`src/rtl/addsub_pkg.sv`:
```
// Shared definitions for the add/subtract pipeline: opcode encoding,
// default datapath width and small opcode helpers.
package addsub_pkg;

    // Default operand/result width in bits.
    localparam int DEFAULT_WIDTH = 32;

    // Opcode encoding as seen on in_op.
    typedef enum logic [1:0] {
        OP_ADD = 2'd0,
        OP_SUB = 2'd1,
        OP_ACC = 2'd2,
        OP_LDA = 2'd3
    } op_e;

    // True for the opcodes that write the internal accumulator.
    function automatic logic op_writes_acc(input op_e op);
        logic r;
        case (op)
            OP_ACC:  r = 1'b1;
            OP_LDA:  r = 1'b1;
            default: r = 1'b0;
        endcase
        return r;
    endfunction

endpackage

```
`src/rtl/addsub_core.sv`:
```
// Combinational add/subtract datapath: operand selection per opcode,
// carry/borrow, signed overflow detection and optional clamping.
// Clamping on signed overflow is built only when ADDSUB_PIPE_SAT_EN is
// defined; otherwise results wrap modulo 2^WIDTH.
module addsub_core
    import addsub_pkg::*;
#(
    parameter int WIDTH = DEFAULT_WIDTH
) (
    input  logic [1:0]       i_op,
    input  logic [WIDTH-1:0] i_a,
    input  logic [WIDTH-1:0] i_b,
    input  logic [WIDTH-1:0] i_acc,
    output logic [WIDTH-1:0] o_s,
    output logic             o_c,
    output logic             o_v
);

    logic [WIDTH-1:0] w_x;
    logic [WIDTH-1:0] w_y;
    logic             w_sub;
    logic             w_pass;
    logic [WIDTH:0]   w_ext;
    logic [WIDTH-1:0] w_wrap;
    logic             w_ovf;
    logic             w_sign_diff;
    logic             w_res_flip;
`ifdef ADDSUB_PIPE_SAT_EN
    logic [WIDTH-1:0] w_smax;
    logic [WIDTH-1:0] w_smin;

    assign w_smax = {1'b0, {(WIDTH-1){1'b1}}};
    assign w_smin = {1'b1, {(WIDTH-1){1'b0}}};
`endif

    // Route operands: ACC adds A onto the accumulator, LDA bypasses the adder.
    always_comb begin
        w_x    = i_a;
        w_y    = i_b;
        w_sub  = 1'b0;
        w_pass = 1'b0;
        case (op_e'(i_op))
            OP_ADD: begin
                w_x = i_a;
                w_y = i_b;
            end
            OP_SUB: begin
                w_sub = 1'b1;
            end
            OP_ACC: begin
                w_x = i_acc;
                w_y = i_a;
            end
            OP_LDA: begin
                w_pass = 1'b1;
                w_y    = {WIDTH{1'b0}};
            end
            default: begin
                w_pass = 1'b1;
            end
        endcase
    end

    // One extra bit on the adder exposes carry-out (add) or borrow (sub).
    always_comb begin
        if (w_sub) begin
            w_ext = {1'b0, w_x} - {1'b0, w_y};
        end else begin
            w_ext = {1'b0, w_x} + {1'b0, w_y};
        end
    end

    assign w_wrap      = w_ext[WIDTH-1:0];
    assign w_sign_diff = w_x[WIDTH-1] ^ w_y[WIDTH-1];
    assign w_res_flip  = w_wrap[WIDTH-1] ^ w_x[WIDTH-1];

    // Signed overflow: result sign departs from the first operand when the
    // operands' signs make that impossible for an in-range result.
    always_comb begin
        if (w_pass) begin
            w_ovf = 1'b0;
        end else if (w_sub) begin
            w_ovf = w_sign_diff & w_res_flip;
        end else begin
            w_ovf = ~w_sign_diff & w_res_flip;
        end
    end

    // Final result select; the overflow direction follows the first operand's sign.
    always_comb begin
        o_s = w_wrap;
        o_c = w_ext[WIDTH];
        o_v = w_ovf;
        if (w_pass) begin
            o_s = i_a;
            o_c = 1'b0;
            o_v = 1'b0;
        end
`ifdef ADDSUB_PIPE_SAT_EN
        else if (w_ovf) begin
            o_s = w_x[WIDTH-1] ? w_smin : w_smax;
            o_c = w_ext[WIDTH];
            o_v = 1'b1;
        end
`endif
        else begin
            o_s = w_wrap;
            o_c = w_ext[WIDTH];
            o_v = w_ovf;
        end
    end

endmodule

```
`src/rtl/addsub_pipe.sv`:
```
// Single-stage add/subtract pipeline with valid/ready handshake,
// internal accumulator and sticky overflow flag.
// Optional feature: ADDSUB_PIPE_SAT_EN enables saturating results (in addsub_core).
module addsub_pipe
    import addsub_pkg::*;
#(
    parameter int WIDTH = DEFAULT_WIDTH
) (
    input  logic             CLK,
    input  logic             RST,
    input  logic             in_valid,
    output logic             in_ready,
    input  logic [1:0]       in_op,
    input  logic [WIDTH-1:0] in_a,
    input  logic [WIDTH-1:0] in_b,
    output logic             out_valid,
    input  logic             out_ready,
    output logic [WIDTH-1:0] out_s,
    output logic             out_c,
    output logic             out_v,
    output logic             ovf_sticky,
    input  logic             ovf_clr
);

    logic             r_valid;
    logic [WIDTH-1:0] r_s;
    logic             r_c;
    logic             r_v;
    logic [WIDTH-1:0] r_acc;
    logic             r_sticky;

    logic             w_ready;
    logic             w_accept;
    logic             w_acc_we;
    logic [WIDTH-1:0] w_core_s;
    logic             w_core_c;
    logic             w_core_v;

    // Ready whenever the output slot is empty or being drained this cycle.
    assign w_ready  = ~r_valid | out_ready;
    assign w_accept = in_valid & w_ready;
    assign w_acc_we = w_accept & op_writes_acc(op_e'(in_op));

    addsub_core #(
        .WIDTH (WIDTH)
    ) u_core (
        .i_op  (in_op),
        .i_a   (in_a),
        .i_b   (in_b),
        .i_acc (r_acc),
        .o_s   (w_core_s),
        .o_c   (w_core_c),
        .o_v   (w_core_v)
    );

    // Output slot: capture on accept, drop on drain, otherwise hold steady.
    always_ff @(posedge CLK or negedge RST) begin
        if (!RST) begin
            r_valid <= 1'b0;
            r_s     <= {WIDTH{1'b0}};
            r_c     <= 1'b0;
            r_v     <= 1'b0;
        end else if (w_accept) begin
            r_valid <= 1'b1;
            r_s     <= w_core_s;
            r_c     <= w_core_c;
            r_v     <= w_core_v;
        end else if (out_ready) begin
            r_valid <= 1'b0;
            r_s     <= r_s;
            r_c     <= r_c;
            r_v     <= r_v;
        end else begin
            r_valid <= r_valid;
            r_s     <= r_s;
            r_c     <= r_c;
            r_v     <= r_v;
        end
    end

    // Accumulator follows the (possibly clamped) result of accepted ACC/LDA.
    always_ff @(posedge CLK or negedge RST) begin
        if (!RST) begin
            r_acc <= {WIDTH{1'b0}};
        end else if (w_acc_we) begin
            r_acc <= w_core_s;
        end else begin
            r_acc <= r_acc;
        end
    end

    // Sticky overflow: a new overflow takes priority over a clear request.
    always_ff @(posedge CLK or negedge RST) begin
        if (!RST) begin
            r_sticky <= 1'b0;
        end else if (w_accept && w_core_v) begin
            r_sticky <= 1'b1;
        end else if (ovf_clr) begin
            r_sticky <= 1'b0;
        end else begin
            r_sticky <= r_sticky;
        end
    end

    assign in_ready   = w_ready;
    assign out_valid  = r_valid;
    assign out_s      = r_s;
    assign out_c      = r_c;
    assign out_v      = r_v;
    assign ovf_sticky = r_sticky;

endmodule

```
`config.mk`:
```
export PLATFORM = sky130hd
export DESIGN_NAME = addsub_pipe
export DESIGN_NICKNAME = d
export VERILOG_FILES = /design/src/rtl/addsub_pkg.sv /design/src/rtl/addsub_core.sv /design/src/rtl/addsub_pipe.sv
export SDC_FILE = /design/constraint.sdc
export NUM_CORES = 1
export LEC_CHECK = 0
export CORE_ASPECT_RATIO = 0.8
export CORE_MARGIN = 2
export CORE_UTILIZATION = 57
export CTS_BUF_LIST = sky130_fd_sc_hd__clkbuf_4 sky130_fd_sc_hd__clkbuf_8
export CTS_CLUSTER_SIZE = 14
export DETAILED_ROUTE_END_ITERATION = 6
export PLACE_DENSITY_LB_ADDON = 0.08
export SLEW_MARGIN = 0
export SYNTH_ARGS = -nofsm -noshare
export SYNTH_HDL_FRONTEND = slang
export SYNTH_SLANG_ARGS = --single-unit
export TNS_END_PERCENT = 20
```
`constraint.sdc`:
```
create_clock -name CLK -period 4.2 [get_ports CLK]
set_clock_uncertainty 0.2 [all_clocks]
set_input_delay 1.26 -clock CLK [delete_from_list [all_inputs] [get_ports CLK]]
set_output_delay 1.26 -clock CLK [all_outputs]
set_load 0.01 [all_outputs]
```
==> impl_results.html <==
<table>
<tr><th>Metric</th><th>Value</th></tr>
<tr><th colspan="2">Logic synthesis</th></tr>
<tr><td>Warnings from Yosys</td><td>0</td></tr>
<tr><td>Post-synth cell types</td><td>68</td></tr>
<tr><td>Synthesized Nets</td><td>about 1100</td></tr>
<tr><td>Share of the synthesized area in the top cell type</td><td>24.7%</td></tr>
<tr><td>Synthesized area per cell</td><td>roughly 7 um^2</td></tr>
<tr><td>Number of standard cells after synthesis</td><td>964</td></tr>
<tr><td>Number of enable-type register cells in the synthesized netlist</td><td>0</td></tr>
<tr><td>Post-synthesis sequential element count</td><td>approximately 70</td></tr>
<tr><td>Most frequently used flop master after synthesis</td><td>dfrtp_1</td></tr>
<tr><td>Cells taking the most area after synthesis</td><td>dfrtp_1 25%, nand2_1 12%, o21ai_0 7.2%, a21oi_1 6.4%, ha_1 5.8%</td></tr>
<tr><td>Combined area of all synthesized cells</td><td>slightly below 7000 um^2</td></tr>
<tr><td>Post-synthesis async set-or-reset flop share</td><td>100%</td></tr>
<tr><td>Cell accounting for the most synthesized area</td><td>dfrtp_1</td></tr>
<tr><td>Sequential element share of the synthesized area</td><td>24.7%</td></tr>
<tr><th colspan="2">Setup path</th></tr>
<tr><td>Critical Path Slowest Stage Cell</td><td>a2111oi_4</td></tr>
<tr><td>Critical path start-end classification</td><td>in -&gt; reg</td></tr>
<tr><td>Element type at the critical path end</td><td>flop</td></tr>
<tr><td>Crit-path max FO</td><td>4</td></tr>
<tr><td>Crit path buffers/inverters</td><td>3</td></tr>
<tr><td>Data required time at the worst endpoint</td><td>4.26 ns</td></tr>
<tr><td>Crit path cell chain</td><td>dlygate4sd2_1, nand3b_1, nand4b_1, buf_6, a2111oi_4, buf_4, nand4_1, a21o_1, nor2_2, mux2i_1, mux2i_1, a21oi_1, ha_2, o21ai_2, o21bai_2, a211oi_2, o21ai_2, nand2b_4, o221ai_4, mux2i_2, nand2_1, a31oi_1</td></tr>
<tr><td>Family with the most delay on the worst path</td><td>compound AO/OA/AOI/OAI gates</td></tr>
<tr><td>Largest incremental delay on the critical path</td><td>0.42 ns</td></tr>
<tr><td>Critical Path Start</td><td>in_a[3]</td></tr>
<tr><td>Data arrival time of the worst path</td><td>about 5.8 ns</td></tr>
<tr><td>FF-to-FF Start</td><td>r_acc[0]</td></tr>
<tr><td>Sort of element at the start of the critical path</td><td>input port</td></tr>
<tr><th colspan="2">STA</th></tr>
<tr><td>Post-route setup TNS</td><td>-51.49 ns</td></tr>
<tr><td>Setup-failing EPs final</td><td>55</td></tr>
<tr><td>Smallest setup slack after layout</td><td>-1.50 ns</td></tr>
<tr><td>Crit path time final</td><td>5.70 ns</td></tr>
<tr><td>Relative slew slack</td><td>62.5%</td></tr>
<tr><td>Slew at the pin closest to its max-slew limit</td><td>about 0.56 ns</td></tr>
<tr><td>Setup repair after global routing missed its margin</td><td>yes</td></tr>
<tr><td>Fraction of the cycle the final worst path needs</td><td>136%</td></tr>
<tr><td>Hold Fails Final Rpt</td><td>0</td></tr>
<tr><td>Highest clock frequency the design can meet</td><td>approximately 180 MHz</td></tr>
<tr><td>Final slew viol count</td><td>0</td></tr>
<tr><td>Worst hold margin</td><td>0.290 ns</td></tr>
<tr><th colspan="2">Routing</th></tr>
<tr><td>Initial drt markers</td><td>1385</td></tr>
<tr><td>DR DRC count</td><td>0</td></tr>
<tr><td>Detailed-route via count</td><td>9595</td></tr>
<tr><td>Total detailed-routing wirelength</td><td>around 33000 um</td></tr>
<tr><td>Remaining number of nets flagged by the antenna check after routing</td><td>0</td></tr>
<tr><td>Via/cell ratio</td><td>6.71</td></tr>
<tr><td>DR pass1 iterations</td><td>7</td></tr>
<tr><td>DR WL/cell</td><td>22.8 um</td></tr>
<tr><th colspan="2">Final layout</th></tr>
<tr><td>Final standard cell count with taps included and fillers excluded</td><td>between 1000 and 1500</td></tr>
<tr><td>Layout cell share with drive strength beyond 1</td><td>about 34%</td></tr>
<tr><td>Area of all placed cells without fillers</td><td>between 10000 and 15000 um^2</td></tr>
<tr><td>Number of antenna diodes</td><td>0</td></tr>
<tr><td>Fin util</td><td>just over 90%</td></tr>
<tr><td>Layout area overhead</td><td>55.3%</td></tr>
<tr><td>Most used cells in the layout excluding fill and tap cells</td><td>237 x buf_4, 222 x nand2_1, 81 x clkdlybuf4s50_1</td></tr>
<tr><td>Nets</td><td>~1400</td></tr>
<tr><td>Most common cell after layout, fill and taps aside</td><td>buf_4</td></tr>
<tr><th colspan="2">Floorplan</th></tr>
<tr><td>Die area</td><td>about 13000 um^2</td></tr>
<tr><td>FP Rows</td><td>35</td></tr>
<tr><td>Die height</td><td>around 100 um</td></tr>
<tr><td>Horizontal extent of the die</td><td>roughly 130 um</td></tr>
<tr><td>Initial core utilization</td><td>just under 60%</td></tr>
<tr><td>Number of top-level pins</td><td>about 110</td></tr>
<tr><td>Area of the core</td><td>11600 um^2</td></tr>
<tr><th colspan="2">Clocking</th></tr>
<tr><td>CTS buffer count</td><td>9</td></tr>
<tr><td>Clock tree from TritonCTS</td><td>built</td></tr>
<tr><td>Maximum level of the CTS H-tree</td><td>3</td></tr>
<tr><td>Source-to-sink clock delay at the later pin of the worst-skew pair</td><td>0.34 ns</td></tr>
<tr><td>Clock slew seen by the registers of the worst setup and hold paths</td><td>roughly 0.080 ns</td></tr>
<tr><td>Clock tree root buffer cell</td><td>clkbuf_8</td></tr>
<tr><td>Maximum number of buffers from clock root to sink</td><td>2</td></tr>
<tr><td>Sink Count</td><td>a little under 70</td></tr>
<tr><td>Hold Buf Count CTS</td><td>0</td></tr>
<tr><th colspan="2">Power and ir drop</th></tr>
<tr><td>Pleak</td><td>around 5 nW</td></tr>
<tr><td>Power per cell area</td><td>roughly 340 nW/um^2</td></tr>
<tr><td>Max rail drop VDD</td><td>~0.21 mV</td></tr>
<tr><td>Total power after layout</td><td>3.68 mW</td></tr>
<tr><th colspan="2">Place</th></tr>
<tr><td>Standard cell area after detailed placement</td><td>between 9000 and 10000 um^2</td></tr>
<tr><td>Number of buffer cells added on primary ports</td><td>107</td></tr>
<tr><td>Dpl hpwl</td><td>between 20000 and 25000 um</td></tr>
<tr><td>Worst slack at placement</td><td>-1.73 ns</td></tr>
<tr><td>Placed Cells incl. Taps</td><td>approximately 1400</td></tr>
<tr><td>Global placement routability congestion</td><td>approximately 1</td></tr>
<tr><th colspan="2">GRT</th></tr>
<tr><td>Congestion Overflow GR</td><td>0</td></tr>
<tr><td>Global-route wire length before repair</td><td>45400 um</td></tr>
<tr><td>Number of global-route vias before repair</td><td>between 8000 and 9000</td></tr>
<tr><td>Largest net degree at the start of global routing</td><td>56</td></tr>
<tr><td>Initial antenna violation count</td><td>1</td></tr>
<tr><td>Total GRT Usage</td><td>about 45%</td></tr>
<tr><th colspan="2">Job</th></tr>
<tr><td>Max-cap violations</td><td>0</td></tr>
<tr><th colspan="2">Status</th></tr>
<tr><td>Run status</td><td>finished with violations</td></tr>
<tr><td>Failing checks</td><td>negative setup slack</td></tr>
<tr><th colspan="2">Min path</th></tr>
<tr><td>Path type of the worst min-delay path</td><td>reg -&gt; reg</td></tr>
<tr><td>Hold path start</td><td>out_s[5]</td></tr>
</table>
==> synthesized netlist by cell type (3+ instances only) <==
master and count:
nand2b_1 9, o221ai_1 4, clkbuf_1 40, o31ai_1 6, inv_1 17, buf_6 4, mux2_2 5, xor2_1 15
or2_2 3, nand3_1 14, a21o_1 18, nor3_1 26, o21a_1 11, nand3b_1 3, and2_1 6, o211ai_1 11
dfrtp_1 68, a221o_1 3, nor2b_1 14, nand4_1 4, o2111ai_1 3, a211o_1 4, and3_1 17, o21ai_0 99
buf_2 8, xnor2_1 19, a31oi_1 14, mux2i_1 21, nor2_1 66, o21ai_1 4, nor4_1 3, a21oi_1 88
or3_1 11, ha_1 32, nand2_1 226, a211oi_1 4, a22oi_1 3, buf_1 4, o21bai_1 21
==> worst reg2reg max path: stages (launching register included) <==
cell and delay, ns:
dfrtp_1 0.38, mux2i_1 0.14, ha_2 0.21, inv_1 0.06, fa_2 0.35, a21oi_2 0.16, nand3b_1 0.15, buf_4 0.12
nand4_1 0.12, a221oi_2 0.36, o31ai_2 0.13, a21oi_2 0.19, o41ai_2 0.11, buf_4 0.15, buf_4 0.13, or3_1 0.31
nand3_1 0.09
==> logic make-up (layout without fill, tap and decap cells) <==
kind of cell,Yosys count,count (layout),synth area share (%)
AND/OR/NAND/NOR,413,413,27.0
buffers and inverters,74,392,4.61
XOR/XNOR,34,34,4.32
multiplexers,26,26,3.87
flip-flops,68,68,24.7
AO/OA/AOI/OAI,316,316,29.4
adder cells (fa/ha/maj),33,33,6.10
==> sequential cells by signal, summed over array words and instances, names as in the netlist <==
name	flops
out_c	1
out_s	32
out_v	1
out_valid	1
ovf_sticky	1
r_acc	32
==> timing repair <==
item | 4_1_cts | 5_1_grt
endpoints found under the setup margin | 55 | 58
gates resized for setup | 153 | 73
pin swaps | 63 | 55
buffers inserted | 20 | 14
==> per-layer routing <==
layer | track usage (%) | vias up | part of all wire (%)
met5 | 0 | - | 0
met3 | 10.4 | 234 | 17
met1 | 63.5 | 4350 | 37
li1 | - | 4041 | -
met2 | 67.0 | 970 | 41
met4 | 15.0 | 0 | 5.3
==> area by class of cell <==
type | count | area, um^2
repair buffers | 358 | 3000
clock inverters | 4 | 25.0
fillers | 471 | 943
clock buffers | 12 | 153
multi-input cells | 822 | 5580
flip-flops and latches | 68 | 1700
inverters | 18 | 67.6
well taps | 148 | 185
==> path summary, 6_finish.rpt <==
| path | slack, ns | depth (start not counted) | end |
|---|---|---|---|
| hold / removal | 0.29 | 2 | out_s[5] |
| hold reg to reg | 0.29 | 2 | out_s[5] |
| setup reg to reg | 0.78 | 16 | out_s[30] |
| setup / recovery | -1.50 | 22 | out_v |
| min in group asynchronous | 0.62 | 1 | r_acc[25] |
| max in group asynchronous | 2.47 | 2 | r_acc[21] |
==> power by group <==
group	internal (mW)	leakage [nW]	switching [mW]	total, mW
clock network	0.242	0.0892	0.267	0.510
registers	0.841	0.830	0.122	0.963
logic	1.04	4.04	1.16	2.21
total	2.13	4.96	1.55	3.68
Power figures use the tool's default switching activity.
